## src/rtl/ps2_pkg.sv

```systemverilog
// ps2_pkg
//   Shared types and constants for the PS/2 scan-code receiver.
//   - ps2_state_e    : frame FSM states
//   - PS2_PREFIX_EXT : extended-key prefix byte (E0)
//   - PS2_PREFIX_BRK : break (key release) prefix byte (F0)
//   - PS2_EVENT_W    : width of one FIFO event {ext, brk, code[7:0]}
package ps2_pkg;

    typedef enum logic [1:0] {
        ST_IDLE   = 2'd0,
        ST_DATA   = 2'd1,
        ST_PARITY = 2'd2,
        ST_STOP   = 2'd3
    } ps2_state_e;

    localparam logic [7:0] PS2_PREFIX_EXT = 8'hE0;
    localparam logic [7:0] PS2_PREFIX_BRK = 8'hF0;
    localparam int         PS2_EVENT_W    = 10;

endpackage

```

## src/rtl/ps2_event_fifo.sv

```systemverilog
// ps2_event_fifo
//   Synchronous first-word-fall-through FIFO for decoded key events.
//   Ports:
//     clk_i, rst_i   : clock, synchronous active-high reset (pointers only)
//     push_i         : write request; accepted when not full, or when full
//                      and a pop happens in the same cycle
//     push_data_i    : entry to write
//     pop_i          : remove head entry (ignored when empty)
//     full_o/empty_o : occupancy flags
//     head_o         : entry at the head, valid while empty_o is low
module ps2_event_fifo #(
    parameter int WIDTH = 10,
    parameter int DEPTH = 8
) (
    input  logic             clk_i,
    input  logic             rst_i,
    input  logic             push_i,
    input  logic [WIDTH-1:0] push_data_i,
    input  logic             pop_i,
    output logic             full_o,
    output logic             empty_o,
    output logic [WIDTH-1:0] head_o
);

    localparam int AW = (DEPTH > 1) ? $clog2(DEPTH) : 1;

    logic [WIDTH-1:0] mem_q [DEPTH];
    // Pointers carry one extra wrap bit to tell full from empty.
    logic [AW:0]      wr_ptr_q;
    logic [AW:0]      rd_ptr_q;
    logic             do_push;
    logic             do_pop;

    assign empty_o = (wr_ptr_q == rd_ptr_q);
    assign full_o  = (wr_ptr_q[AW] != rd_ptr_q[AW]) &&
                     (wr_ptr_q[AW-1:0] == rd_ptr_q[AW-1:0]);
    assign do_pop  = pop_i && !empty_o;
    // When full, the slot being written is the head being popped this cycle;
    // the head is read combinationally so the old value is consumed first.
    assign do_push = push_i && (!full_o || do_pop);
    assign head_o  = mem_q[rd_ptr_q[AW-1:0]];

    always_ff @(posedge clk_i) begin
        if (do_push) begin
            mem_q[wr_ptr_q[AW-1:0]] <= push_data_i;
        end
    end

    always_ff @(posedge clk_i) begin
        if (rst_i) begin
            wr_ptr_q <= '0;
            rd_ptr_q <= '0;
        end else begin
            if (do_push) begin
                wr_ptr_q <= wr_ptr_q + 1'b1;
            end
            if (do_pop) begin
                rd_ptr_q <= rd_ptr_q + 1'b1;
            end
        end
    end

endmodule

```

## src/rtl/ps2_scancode_rx.sv

```systemverilog
// ps2_scancode_rx
//   PS/2 keyboard receiver in the system clock domain: synchronises and
//   filters the PS/2 lines, frames bytes (start, 8 data LSB first, odd
//   parity, stop), applies an inactivity timeout, folds E0/F0 prefixes into
//   single events, buffers them in a FIFO and tracks held keys.
//   Ports:
//     CLK, RESET        : system clock, synchronous active-high reset
//     PS2_CLK, PS2_DAT  : raw asynchronous PS/2 pins
//     CODE/EXTENDED/BREAK : head event fields, valid while VALID
//     VALID, READY      : read handshake; pop on VALID && READY
//     FRAME_ERR         : one-cycle pulse on parity/stop/timeout error
//     OVERFLOW          : sticky, an event was dropped on a full FIFO
//     KEY_DOWN          : held level per tracked key slot
module ps2_scancode_rx
    import ps2_pkg::*;
#(
    parameter int                      FILTER_LEN     = 4,
    parameter int                      TIMEOUT_CYCLES = 100000,
    parameter int                      FIFO_DEPTH     = 8,
    parameter int                      NUM_KEYS       = 4,
    parameter logic [NUM_KEYS*8-1:0]   KEY_CODES      = {8'h1B, 8'h1D, 8'h29, 8'h76}
) (
    input  logic                CLK,
    input  logic                RESET,
    input  logic                PS2_CLK,
    input  logic                PS2_DAT,
    output logic [7:0]          CODE,
    output logic                EXTENDED,
    output logic                BREAK,
    output logic                VALID,
    input  logic                READY,
    output logic                FRAME_ERR,
    output logic                OVERFLOW,
    output logic [NUM_KEYS-1:0] KEY_DOWN
);

    localparam int            FW       = (FILTER_LEN > 1) ? $clog2(FILTER_LEN) : 1;
    localparam logic [FW-1:0] FLT_LAST = FW'(FILTER_LEN - 1);
    localparam int            TW       = $clog2(TIMEOUT_CYCLES + 1);
    localparam logic [TW-1:0] TO_LIMIT = TW'(TIMEOUT_CYCLES);

    // ---------------------------------------------------------------
    // Input synchronisers and PS2_CLK glitch filter
    // ---------------------------------------------------------------
    logic          clk_meta_q, clk_sync_q;
    logic          dat_meta_q, dat_sync_q;
    logic          clk_filt_q;
    logic [FW-1:0] flt_cnt_q;
    logic          strobe;

    always_ff @(posedge CLK) begin
        if (RESET) begin
            clk_meta_q <= 1'b1;
            clk_sync_q <= 1'b1;
            dat_meta_q <= 1'b1;
            dat_sync_q <= 1'b1;
            clk_filt_q <= 1'b1;
            flt_cnt_q  <= '0;
        end else begin
            clk_meta_q <= PS2_CLK;
            clk_sync_q <= clk_meta_q;
            dat_meta_q <= PS2_DAT;
            dat_sync_q <= dat_meta_q;
            // Count consecutive samples that disagree with the filtered
            // level; any agreeing sample restarts the run.
            if (clk_sync_q == clk_filt_q) begin
                flt_cnt_q <= '0;
            end else if (flt_cnt_q == FLT_LAST) begin
                clk_filt_q <= clk_sync_q;
                flt_cnt_q  <= '0;
            end else begin
                flt_cnt_q <= flt_cnt_q + 1'b1;
            end
        end
    end

    // Strobe in the cycle where the filtered clock is about to fall.
    assign strobe = clk_filt_q && !clk_sync_q && (flt_cnt_q == FLT_LAST);

    // ---------------------------------------------------------------
    // Frame FSM with timeout; registered good-byte and error outputs
    // ---------------------------------------------------------------
    ps2_state_e  state_q;
    logic [2:0]  bit_cnt_q;
    logic [7:0]  shift_q;
    logic        parity_q;
    logic [TW-1:0] to_cnt_q;
    logic        byte_vld_q;
    logic [7:0]  byte_q;
    logic        frame_err_q;

    always_ff @(posedge CLK) begin
        if (RESET) begin
            state_q     <= ST_IDLE;
            bit_cnt_q   <= '0;
            shift_q     <= '0;
            parity_q    <= 1'b0;
            to_cnt_q    <= '0;
            byte_vld_q  <= 1'b0;
            byte_q      <= '0;
            frame_err_q <= 1'b0;
        end else begin
            byte_vld_q  <= 1'b0;
            frame_err_q <= 1'b0;

            if (state_q == ST_IDLE || strobe) begin
                to_cnt_q <= '0;
            end else begin
                to_cnt_q <= to_cnt_q + 1'b1;
            end

            if (state_q != ST_IDLE && !strobe && to_cnt_q == TO_LIMIT) begin
                state_q     <= ST_IDLE;
                frame_err_q <= 1'b1;
            end else if (strobe) begin
                case (state_q)
                    ST_IDLE: begin
                        if (!dat_sync_q) begin
                            state_q   <= ST_DATA;
                            bit_cnt_q <= '0;
                        end
                    end
                    ST_DATA: begin
                        shift_q   <= {dat_sync_q, shift_q[7:1]};
                        bit_cnt_q <= bit_cnt_q + 1'b1;
                        if (bit_cnt_q == 3'd7) begin
                            state_q <= ST_PARITY;
                        end
                    end
                    ST_PARITY: begin
                        parity_q <= dat_sync_q;
                        state_q  <= ST_STOP;
                    end
                    ST_STOP: begin
                        // Odd parity: data ones plus parity bit must be odd.
                        if (dat_sync_q && (^{shift_q, parity_q})) begin
                            byte_vld_q <= 1'b1;
                            byte_q     <= shift_q;
                        end else begin
                            frame_err_q <= 1'b1;
                        end
                        state_q <= ST_IDLE;
                    end
                    default: state_q <= ST_IDLE;
                endcase
            end
        end
    end

    assign FRAME_ERR = frame_err_q;

    // ---------------------------------------------------------------
    // Prefix decoder, event FIFO push, key table
    // ---------------------------------------------------------------
    logic                   ext_q, ext_d;
    logic                   brk_q, brk_d;
    logic                   ovf_q, ovf_d;
    logic [NUM_KEYS-1:0]    key_down_q, key_down_d;
    logic                   emit;
    logic [PS2_EVENT_W-1:0] evt;
    logic [PS2_EVENT_W-1:0] head;
    logic                   fifo_full;
    logic                   fifo_empty;
    logic                   pop;

    assign emit = byte_vld_q && (byte_q != PS2_PREFIX_EXT) && (byte_q != PS2_PREFIX_BRK);
    assign evt  = {ext_q, brk_q, byte_q};
    assign pop  = !fifo_empty && READY;

    always_comb begin
        ext_d      = ext_q;
        brk_d      = brk_q;
        ovf_d      = ovf_q;
        key_down_d = key_down_q;
        if (frame_err_q) begin
            ext_d = 1'b0;
            brk_d = 1'b0;
        end else if (byte_vld_q) begin
            if (byte_q == PS2_PREFIX_EXT) begin
                ext_d = 1'b1;
            end else if (byte_q == PS2_PREFIX_BRK) begin
                brk_d = 1'b1;
            end else begin
                ext_d = 1'b0;
                brk_d = 1'b0;
                if (fifo_full && !pop) begin
                    ovf_d = 1'b1;
                end
                // Key levels follow every emitted non-extended event,
                // whether or not the FIFO could accept it.
                if (!ext_q) begin
                    for (int i = 0; i < NUM_KEYS; i++) begin
                        if (byte_q == KEY_CODES[8*i +: 8]) begin
                            key_down_d[i] = !brk_q;
                        end
                    end
                end
            end
        end
    end

    always_ff @(posedge CLK) begin
        if (RESET) begin
            ext_q      <= 1'b0;
            brk_q      <= 1'b0;
            ovf_q      <= 1'b0;
            key_down_q <= '0;
        end else begin
            ext_q      <= ext_d;
            brk_q      <= brk_d;
            ovf_q      <= ovf_d;
            key_down_q <= key_down_d;
        end
    end

    ps2_event_fifo #(
        .WIDTH (PS2_EVENT_W),
        .DEPTH (FIFO_DEPTH)
    ) u_fifo (
        .clk_i       (CLK),
        .rst_i       (RESET),
        .push_i      (emit),
        .push_data_i (evt),
        .pop_i       (pop),
        .full_o      (fifo_full),
        .empty_o     (fifo_empty),
        .head_o      (head)
    );

    // Head fields read as zero while empty so outputs are clean out of reset.
    assign VALID    = !fifo_empty;
    assign CODE     = fifo_empty ? 8'h00 : head[7:0];
    assign BREAK    = !fifo_empty && head[8];
    assign EXTENDED = !fifo_empty && head[9];
    assign OVERFLOW = ovf_q;
    assign KEY_DOWN = key_down_q;

endmodule
```

## config.mk

```make
export PLATFORM = sky130hd
export DESIGN_NAME = ps2_scancode_rx
export DESIGN_NICKNAME = d
export VERILOG_FILES = /design/src/rtl/ps2_pkg.sv /design/src/rtl/ps2_event_fifo.sv /design/src/rtl/ps2_scancode_rx.sv
export SDC_FILE = /design/constraint.sdc
export NUM_CORES = 1
export LEC_CHECK = 0
export BUFFER_PORTS_ARGS = -buffer_cell sky130_fd_sc_hd__buf_4
export CORE_ASPECT_RATIO = 1.75
export CORE_UTILIZATION = 40
export CTS_CLUSTER_DIAMETER = 120
export DETAILED_ROUTE_END_ITERATION = 12
export GPL_TIMING_DRIVEN = 1
export PLACE_DENSITY_LB_ADDON = 0.15
export SETUP_SLACK_MARGIN = 0.02
export SLEW_MARGIN = 40
export SYNTH_ARGS = -nofsm -noshare
export SYNTH_HDL_FRONTEND = slang
export SYNTH_SLANG_ARGS = --single-unit
export TNS_END_PERCENT = 10
```

## constraint.sdc

```tcl
create_clock -name CLK -period 3.34 [get_ports CLK]
set_clock_uncertainty 0.1 [all_clocks]
set_input_delay 0.668 -clock CLK [delete_from_list [all_inputs] [get_ports CLK]]
set_output_delay 0.668 -clock CLK [all_outputs]
set_load 0.005 [all_outputs]
```

Word-level counts from Yosys, hierarchy flattened
Memory sizes are Yosys's and may differ from the RTL's. A register that Yosys moved wholly into a read port is not among the register bits.
Index checks and enable logic that the tools add are counted.
- muxes and demuxes: 18
- reduce and logical (&&, ||, !) cells: 44
- bitwise logic cells: 8
- eq/ne operators: 21
- add/sub/neg operators: 5
- operator list (operator ; number):
    AND reduction 6 bit ; 4
    adder 17 x 1 -> 17 bit (second input constant) ; 1
    equality test 17 bit (second input constant) ; 1
    equality test 8 x 5 -> 1 bit (second input constant) ; 2
    equality test 8 bit (second input constant) ; 2
    != test 8 bit (second input constant) ; 2
    logical AND 1 bit ; 14
    2-to-1 mux 1 bit ; 10
    2-to-1 mux 3 bit ; 3
    AND reduction 3 bit ; 3
    parity 9 bit ; 1
    adder 4 x 1 -> 4 bit (second input constant) ; 2
    equality test 8 x 6 -> 1 bit (second input constant) ; 1
    equality test 8 x 7 -> 1 bit (second input constant) ; 1
    2-to-1 mux 8 bit ; 1
    NOT 1 bit ; 8
    case mux 2 bit (4 select lines) ; 1
    AND reduction 4 bit ; 2
    equality test 2 bit (second input constant) ; 3
    logical NOT 1 bit ; 6
    != test 2 bit (second input constant) ; 3
    case mux 3 bit (2 select lines) ; 1
    AND reduction 2 bit ; 3
    OR reduction 2 bit ; 3
    15 further kinds ; 18
- output and inout port bits: 17
- bits in writable memories: 80
- register bits: 63
- input bits: 5
- memories: 1
- memory list (memory ; depth ; bits a word ; read ports ; clocked after memory_dff ; write ports ; RTL line ; source):
    u_fifo.mem_q ; 8 ; 10 ; 1 ; 1 ; 1 ; ps2_event_fifo.sv:27 ; logic [WIDTH-1:0] mem_q [DEPTH];

Longest topological paths before layout
Gate-level depths: netlist of the first run.
- depth in word-level cells: 8
- depth in mapped cells: 8
- depth with buffers taken out: 7

Modules after synthesis
Synthesis of the first run repeated with hierarchy kept, for this count alone.
- cell total of the unflattened synthesis: 469
- area, all modules: 6160.9 um^2
- by module, submodules not included (module ; cells each ; sequential area each (um^2) ; area each (um^2) ; times used):
    ps2_event_fifo ; 186 ; 2622.5 ; 3602.2 ; 1
    ps2_scancode_rx ; 283 ; 1101.1 ; 2558.7 ; 1

Worst setup path before layout of the first run
No wires, ideal clock.
- kind: flip-flop to flip-flop
- start point: reg u_fifo.wr_ptr_q[0]
- end point: mem u_fifo.mem_q[2][0], enable pin
- path buffers: 1
- cell stages (with the launch flop): 7
- data arrival time: 2143 ps
- slack: 705 ps
- setup time: 392 ps
- required time: 2848 ps
- period minus slack after synthesis: 2635 ps
- path through: dfxtp_1 > buf_2 > xnor2_1 > and3_1 > a21oi_1 > nand2b_1 > nor3b_1
- cells in the longest elaborated chain, start to end: 8
- ends and longest elaborated chain (element ; RTL line ; source):
    start: declaration ; ps2_event_fifo.sv:29 ; logic [AW:0] wr_ptr_q;
    start signal: assignment ; ps2_event_fifo.sv:55 ; wr_ptr_q <= wr_ptr_q + 1'b1;
    equality test 4 bit ; ps2_event_fifo.sv:34 ; assign empty_o = (wr_ptr_q == rd_ptr_q);
    logical NOT 1 bit ; ps2_event_fifo.sv:37, ps2_scancode_rx.sv:168 ;
    logical AND 1 bit ; ps2_scancode_rx.sv:168 ; assign pop = !fifo_empty && READY;
    logical AND 1 bit ; ps2_event_fifo.sv:37 ; assign do_pop = pop_i && !empty_o;
    logical OR 1 bit ; ps2_event_fifo.sv:40 ; assign do_push = push_i && (!full_o || do_pop);
    logical AND 1 bit ; ps2_event_fifo.sv:40 ;
    2-to-1 mux 1 bit ; ps2_event_fifo.sv:44 ; if (do_push) begin
    2-to-1 mux 1 bit (implied by the code) ; ps2_event_fifo.sv:45 ; mem_q[wr_ptr_q[AW-1:0]] <= push_data_i;
    end: declaration ; ps2_event_fifo.sv:27 ;
Parallel ways exist; a longest one is shown, timed or not.

Final worst setup path of the first run
- start point: reg u_fifo.wr_ptr_q[0]
- end point: out VALID
- cells in the longest elaborated chain, start to end: 2
- ends and longest elaborated chain (element ; RTL line ; source):
    equality test 4 bit ; ps2_event_fifo.sv:34 ;
    logical NOT 1 bit ; ps2_scancode_rx.sv:231 ; assign VALID = !fifo_empty;
    end: declaration ; ps2_scancode_rx.sv:30 ; output logic VALID,
No other way between the ends.

==> impl_metrics.csv, run 1 <==
group,metric,value,unit
run_status,outcome,"finished clean",
sta,worst_pin_slew,665.3,ps
floorplanning,die_x,94.36,um
worst_setup_path,critPathBufInv,2,
worst_setup_path,arrival,2100,ps
sta,tns,0,ps
run,maxCapViolCount,0,
detailed_routing,drt_first_pass_iters,4,
logic_synthesis,synth_ff_type,"edfxtp_1",
logic_synthesis,synth-seq-cells,146,
min_path,holdCritPathClass,"reg2reg",
detailed_routing,viasPerCell,5.190,
worst_setup_path,crit_cells,5,
pwr,powerDensity,543.5,nW/um^2
clocking,clockBufferDepth,2,
grt,grt_max_degree,46,
clocking,root_buffer,"clkbuf_16",
detailed_routing,drc,0,
grt,overflow,0,
layout,syn2layout_area_growth,17.18,%
sta,min_period_over_period,85.75,%
clocking,clk_pin_slew,60,ps
worst_setup_path,path_delay_family,"simple AND/OR/NAND/NOR gates",
logic_synthesis,synth_most_common_cell,"edfxtp_1",
sta,period_needed,2864,ps
logic_synthesis,netlist_top_cells_count,"edfxtp_1, dfxtp_1, nor2_1, nand2_1, mux2i_1",
layout,diodes,0,
worst_setup_path,cpPeakStageDelay,540,ps
logic_synthesis,synthCells,461,
sta,slew_viol_final,0,
logic_synthesis,syn_avg_cell_area,12.95,um^2
logic_synthesis,yosys_warnings,0,
floorplanning,row_count,58,
layout,drive_above_1_share,19.37,%
clocking,cts_made_buffers,17,
logic_synthesis,synth_edf_count,80,
sta,fmax,0.3492,GHz
layout,final_nets,515,
worst_setup_path,crit_end,"VALID",
pwr,vdd_drop_max,339.9,uV
sta,setup_violations,0,
worst_setup_path,regToRegEndpoint,"u_fifo.mem_q[2][5]",
worst_setup_path,critPathMaxFanout,11,
placement,hpwl,8.109,mm
clocking,hold_buffers,0,
worst_setup_path,crit_type,"reg2out",
clocking,clk_latency,410,ps
floorplanning,io_pins,22,
grt,antenna_found_initial,0,
floorplanning,die_h,163.6,um
detailed_routing,detail_route.wl_per_cell,16.84,um
pwr,leakage,2.419,nW
grt,grt_use_total,16.20,%
worst_setup_path,cp-start-kind,"flip-flop",
worst_setup_path,worstSetupStartpoint,"u_fifo.wr_ptr_q[0]",
floorplanning,start_util,41.34,%
sta,rsz0062_at_grt,"no",
clocking,cts_sinks,146,
logic_synthesis,syn-cell-area,5971,um^2
worst_setup_path,cp.required,2570,ps
worst_setup_path,worstRegToRegCells,6,
placement,port_buffers,21,
clocking,cts_tree,"built",
clocking,cts_htree_levels,4,
worst_setup_path,path_cells,"xnor2_1 > and3_1 > and2_1 > inv_1 > buf_4",
logic_synthesis,synth_top_area_share,40.23,%
placement,place.gp.congestion,0.8439,
floorplanning,dieArea,15440,um^2
detailed_routing,drt_iter0_drc,198,
detailed_routing,vias,3586,
sta,maxSlewHeadroom,55.59,%
layout,final_area,6997,um^2
worst_setup_path,crit_path_end_kind,"output port",
logic_synthesis,syn-num-nets,478,
logic_synthesis,synth.area.top_cells,"edfxtp_1, dfxtp_1, mux4_2",
logic_synthesis,yosysUniqueCellTypes,41,
logic_synthesis,async_reset_ff_share,0,%
sta,finalHoldViolCount,0,
detailed_routing,drt_wl_total,11.63,mm
grt,grt_first_pass_wirelength,18.37,mm
clocking,cts_setup_buffers,0,
floorplanning,core,14440,um^2
pwr,totalPowerFinal,3.803,mW
grt,first_global_vias,3681,
worst_setup_path,rrSetupSlack,810,ps
logic_synthesis,synth_top_cell_by_area,"edfxtp_1",
logic_synthesis,yosysSeqAreaShare,62.36,%
clocking,post_cts_resized,0,
detailed_routing,drtAntennaViolNets,0,
worst_setup_path,r2r_start,"byte_q[6]",
worst_setup_path,cp_slowest_cell,"dfxtp_1",
placement,placed_cell_area,6395,um^2
[logic make-up after synthesis]
group                    Yosys count  share of synthesized area, %
buffers and inverters             32                         2.095
adder cells (fa/ha/maj)           12                         2.515
AND/OR/NAND/NOR                  162                         12.72
AO/OA/AOI/OAI                     39                         4.233
XOR/XNOR                          27                         4.463
multiplexers                      43                         11.61
flip-flops                       146                         62.36
[cells in the final DEF, fill, tap and decap left out, types with 6 or more instances in the layout]
master / synthesis / routed
xnor2_1: 15 / 15
ha_1: 12 / 12
mux4_2: 20 / 20
dfxtp_1: 66 / 66
clkbuf_16: 0 / 17
xor2_1: 10 / 10
nor4_1: 7 / 7
edfxtp_1: 80 / 80
nand2_1: 39 / 39
buf_4: 0 / 35
a21oi_1: 21 / 21
inv_1: 15 / 15
mux2i_1: 22 / 22
nor3b_1: 6 / 6
nor2_1: 61 / 60
nand3_1: 14 / 14
[metrics by stage]
stage               hold slack, ps  setup slack [ps]  util [%]  instances
floorplan                    289.5             704.9         -        461
global route                 320.4             333.7     48.45        691
finish                       313.8             476.1     48.45        691
detailed placement           303.6             657.3     44.28        659
CTS                          318.1             411.9     48.43        691
global placement             298.9             741.8     44.28        659
[routing by layer]
metal,up-vias,part of all wire [%],track usage [%]
li1,1750,-,-
met1,1772,39,16.54
met2,44,57,30.63
met3,20,2.0,3.631
met4,0,2.2,6.923
met5,-,0,0
[worst min-delay path by stage]
stage / startpoint / to / cells past startpoint
floorplan: clk_meta_q / clk_sync_q / 1
global placement: dat_meta_q / dat_sync_q / 1
detailed placement: dat_meta_q / dat_sync_q / 1
CTS: dat_meta_q / dat_sync_q / 1
global route: clk_meta_q / clk_sync_q / 1
finish: dat_meta_q / dat_sync_q / 1
[layout make-up]
| cell class | instances | area (um^2) |
|---|---|---|
| multi-input combinational | 283 | 2130 |
| sequential | 146 | 3724 |
| clock buffer | 18 | 429.2 |
| inverter | 15 | 56.30 |
| fill | 1301 | 7445 |
| clock inverter | 14 | 170.2 |
| timing repair buffer | 35 | 262.8 |
| tap | 180 | 225.2 |
[worst register-to-register path, stage by stage, from the launching register on]
cell and delay [ps]:
dfxtp_1 520, or3b_2 530, o41ai_4 420, a21oi_1 200
nand2b_1 220, nor3b_1 80, buf_4 210
[registers in the layout, summed over array words and instances (netlist names), 2 cells and up, named ones only]
name,cells
to_cnt_q,17
byte_q,8
KEY_DOWN,4
u_fifo.rd_ptr_q,4
u_fifo.wr_ptr_q,4
bit_cnt_q,3
u_fifo.mem_q,80
state_q,2
shift_q,8
flt_cnt_q,2
[report_power, final]
part           switching, mW  internal [mW]  leakage [nW]
Clock                  0.778           1.13         0.288
Sequential           0.00147           1.88          1.28
Combinational         0.0123        0.00656         0.848
Total                  0.792           3.01          2.42
Note: power is estimated with default switching activity, not from simulation.
==> run 2, diff against run 1 <==
- CORE_ASPECT_RATIO: 1.75 -> 0.5
==> impl_metrics.csv, run 2 (synthesis results as in run 1) <==
group,metric,value,unit
run_status,outcome,"finished clean",
detailed_routing,met1Wirelength,5.289,mm
worst_setup_path,worstSetupStartpoint,"u_fifo.wr_ptr_q[1]",
grt,grt_max_degree,46,
worst_setup_path,crit_type,"reg2out",
grt,grt_use_total,15.79,%
detailed_routing,drt_wl_total,11.28,mm
worst_setup_path,cp-start-kind,"flip-flop",
worst_setup_path,r2r_start,"u_fifo.wr_ptr_q[1]",
floorplanning,dieArea,15450,um^2
worst_setup_path,cp.required,2570,ps
detailed_routing,drt_iter0_drc,166,
clocking,cts_htree_levels,4,
sta,min_period_over_period,91.30,%
min_path,holdCritPathClass,"reg2reg",
min_path,min_from,"clk_meta_q",
detailed_routing,vias,3477,
clocking,cts_made_buffers,17,
placement,port_buffers,21,
sta,slew_viol_final,0,
layout,drive_above_1_share,19.45,%
placement,place_ws,545.8,ps
floorplanning,core,14510,um^2
grt,first_global_vias,3438,
floorplanning,start_util,41.16,%
pwr,leakage,2.405,nW
detailed_routing,detail_route.wl_per_cell,15.96,um
pwr,vdd_drop_max,280.4,uV
detailed_routing,met3_length,366,um
detailed_routing,drtAntennaViolNets,0,
clocking,post_cts_resized,0,
grt,overflow,0,
layout,layout_commonest_cell,"edfxtp_1",
run,maxCapViolCount,0,
pwr,seqPwrFrac,49.9,%
grt,grt_first_pass_wirelength,18.11,mm
sta,tns,0,ps
placement,dp.cells,675,
detailed_routing,drt_first_pass_iters,6,
clocking,clk_latency,420,ps
layout,layout_common_cells,"edfxtp_1, dfxtp_1, nor2_1",
sta,fmax,0.3279,GHz
clocking,hold_buffers,0,
sta,worst_pin_slew,747.3,ps
clocking,clockBufferDepth,2,
layout,syn2layout_area_growth,17.77,%
detailed_routing,drc,0,
sta,setup_violations,0,
grt,antenna_found_initial,0,
placement,hpwl,7.337,mm
pwr,swShare,21.65,%
detailed_routing,viasPerCell,4.918,
sta,fin_ws,290.4,ps
worst_setup_path,arrival,2280,ps
sta,period_needed,3050,ps
worst_setup_path,crit_path_end_kind,"output port",
sta,finalHoldViolCount,0,
worst_setup_path,critPathMaxFanout,11,
detailed_routing,routed-wl-met2,5.519,mm
pwr,clkPwrFrac,49.6,%
clocking,cts_sinks,146,
layout,diodes,0,
sta,rsz0062_at_grt,"no",
pwr,cell_internal_pwr,2.946,mW
floorplanning,row_count,31,
clocking,clk_pin_slew,60,ps
layout,finalNonFillerCells,707,
floorplanning,die_x,174.8,um
layout,largest_reg_flops,80,
pwr,powerDensity,534.6,nW/um^2
pwr,power_frac_comb,0.5,%
floorplanning,io_pins,22,
clocking,cts_setup_buffers,0,
pwr,power.switching,0.8138,mW
clocking,cts_tree,"built",
layout,final_nets,513,
placement,place.gp.congestion,0.8032,
sta,maxSlewHeadroom,50.02,%
floorplanning,die_h,88.39,um
clocking,root_buffer,"clkbuf_16",
detailed_routing,maxUsedRoutingLayer,"met4",
-- run 2: cell types whose count changed in the layout (fill, tap and decap cells not counted) --
cell       change
clkinv_8       +1
nor3b_4        +3
inv_8          +1
buf_4          -2
nor2_2         -1
a211oi_4       +1
clkinv_4       -1
nor2_1         +1
bufinv_16      -1
nor3b_1        -3
a211oi_2       -1
-- run 2: layout make-up --
cell class	count	area [um^2]
timing repair buffer	33	247.7
inverter	15	56.30
sequential	146	3724
fill	1289	7475
clock buffer	18	429.2
multi-input combinational	283	2168
tap	198	247.7
clock inverter	14	158.9
-- run 2: worst paths after layout --
kind / endpoint / slack (ps) / depth (start not counted)
worst min-delay path: clk_sync_q / 310 / 1
worst min register to register: clk_sync_q / 310 / 1
worst max register to register: u_fifo.mem_q[5][0] / 620 / 5
worst max-delay path: VALID / 290 / 5
-- run 2: worst max-delay path, cell delays in order, from the launching register on --
cell,delay (ps)
dfxtp_1,620
xnor2_1,160
and3_1,260
and2_1,490
inv_1,170
buf_4,170
-- run 2: power by group through the flow --
stage / sequential, mW / clock [mW] / combinational [mW]
finish: 1.88 / 1.86 / 0.0187
global route: 1.88 / 1.99 / 0.0210
CTS: 1.88 / 1.91 / 0.0193
detailed placement: 1.92 / 0 / 0.0192
global placement: 1.92 / 0 / 0.0192
floorplan: 1.92 / 0 / 0.0124
-- run 2: metrics by stage --
| stage | total power, mW | utilization (%) | hold slack [ps] | cell area [um^2] |
|---|---|---|---|---|
| 2_1_floorplan | 1.929 | - | 289.5 | 5971 |
| 3_3_place_gp | 1.936 | 44.24 | 294.1 | 6417 |
| 4_1_cts | 3.809 | 48.34 | 308.6 | 7013 |
| 6_report | 3.759 | 48.47 | 307.2 | 7032 |
| 3_5_place_dp | 1.937 | 44.29 | 294.0 | 6425 |
| 5_1_grt | 3.885 | 48.47 | 316.4 | 7032 |
-- run 2: per-layer routing --
layer | vias to the layer above | track usage [%]
met3 | 6 | 3.436
li1 | 1750 | -
met1 | 1682 | 19.47
met4 | 0 | 6.957
met2 | 39 | 27.31
met5 | - | 0
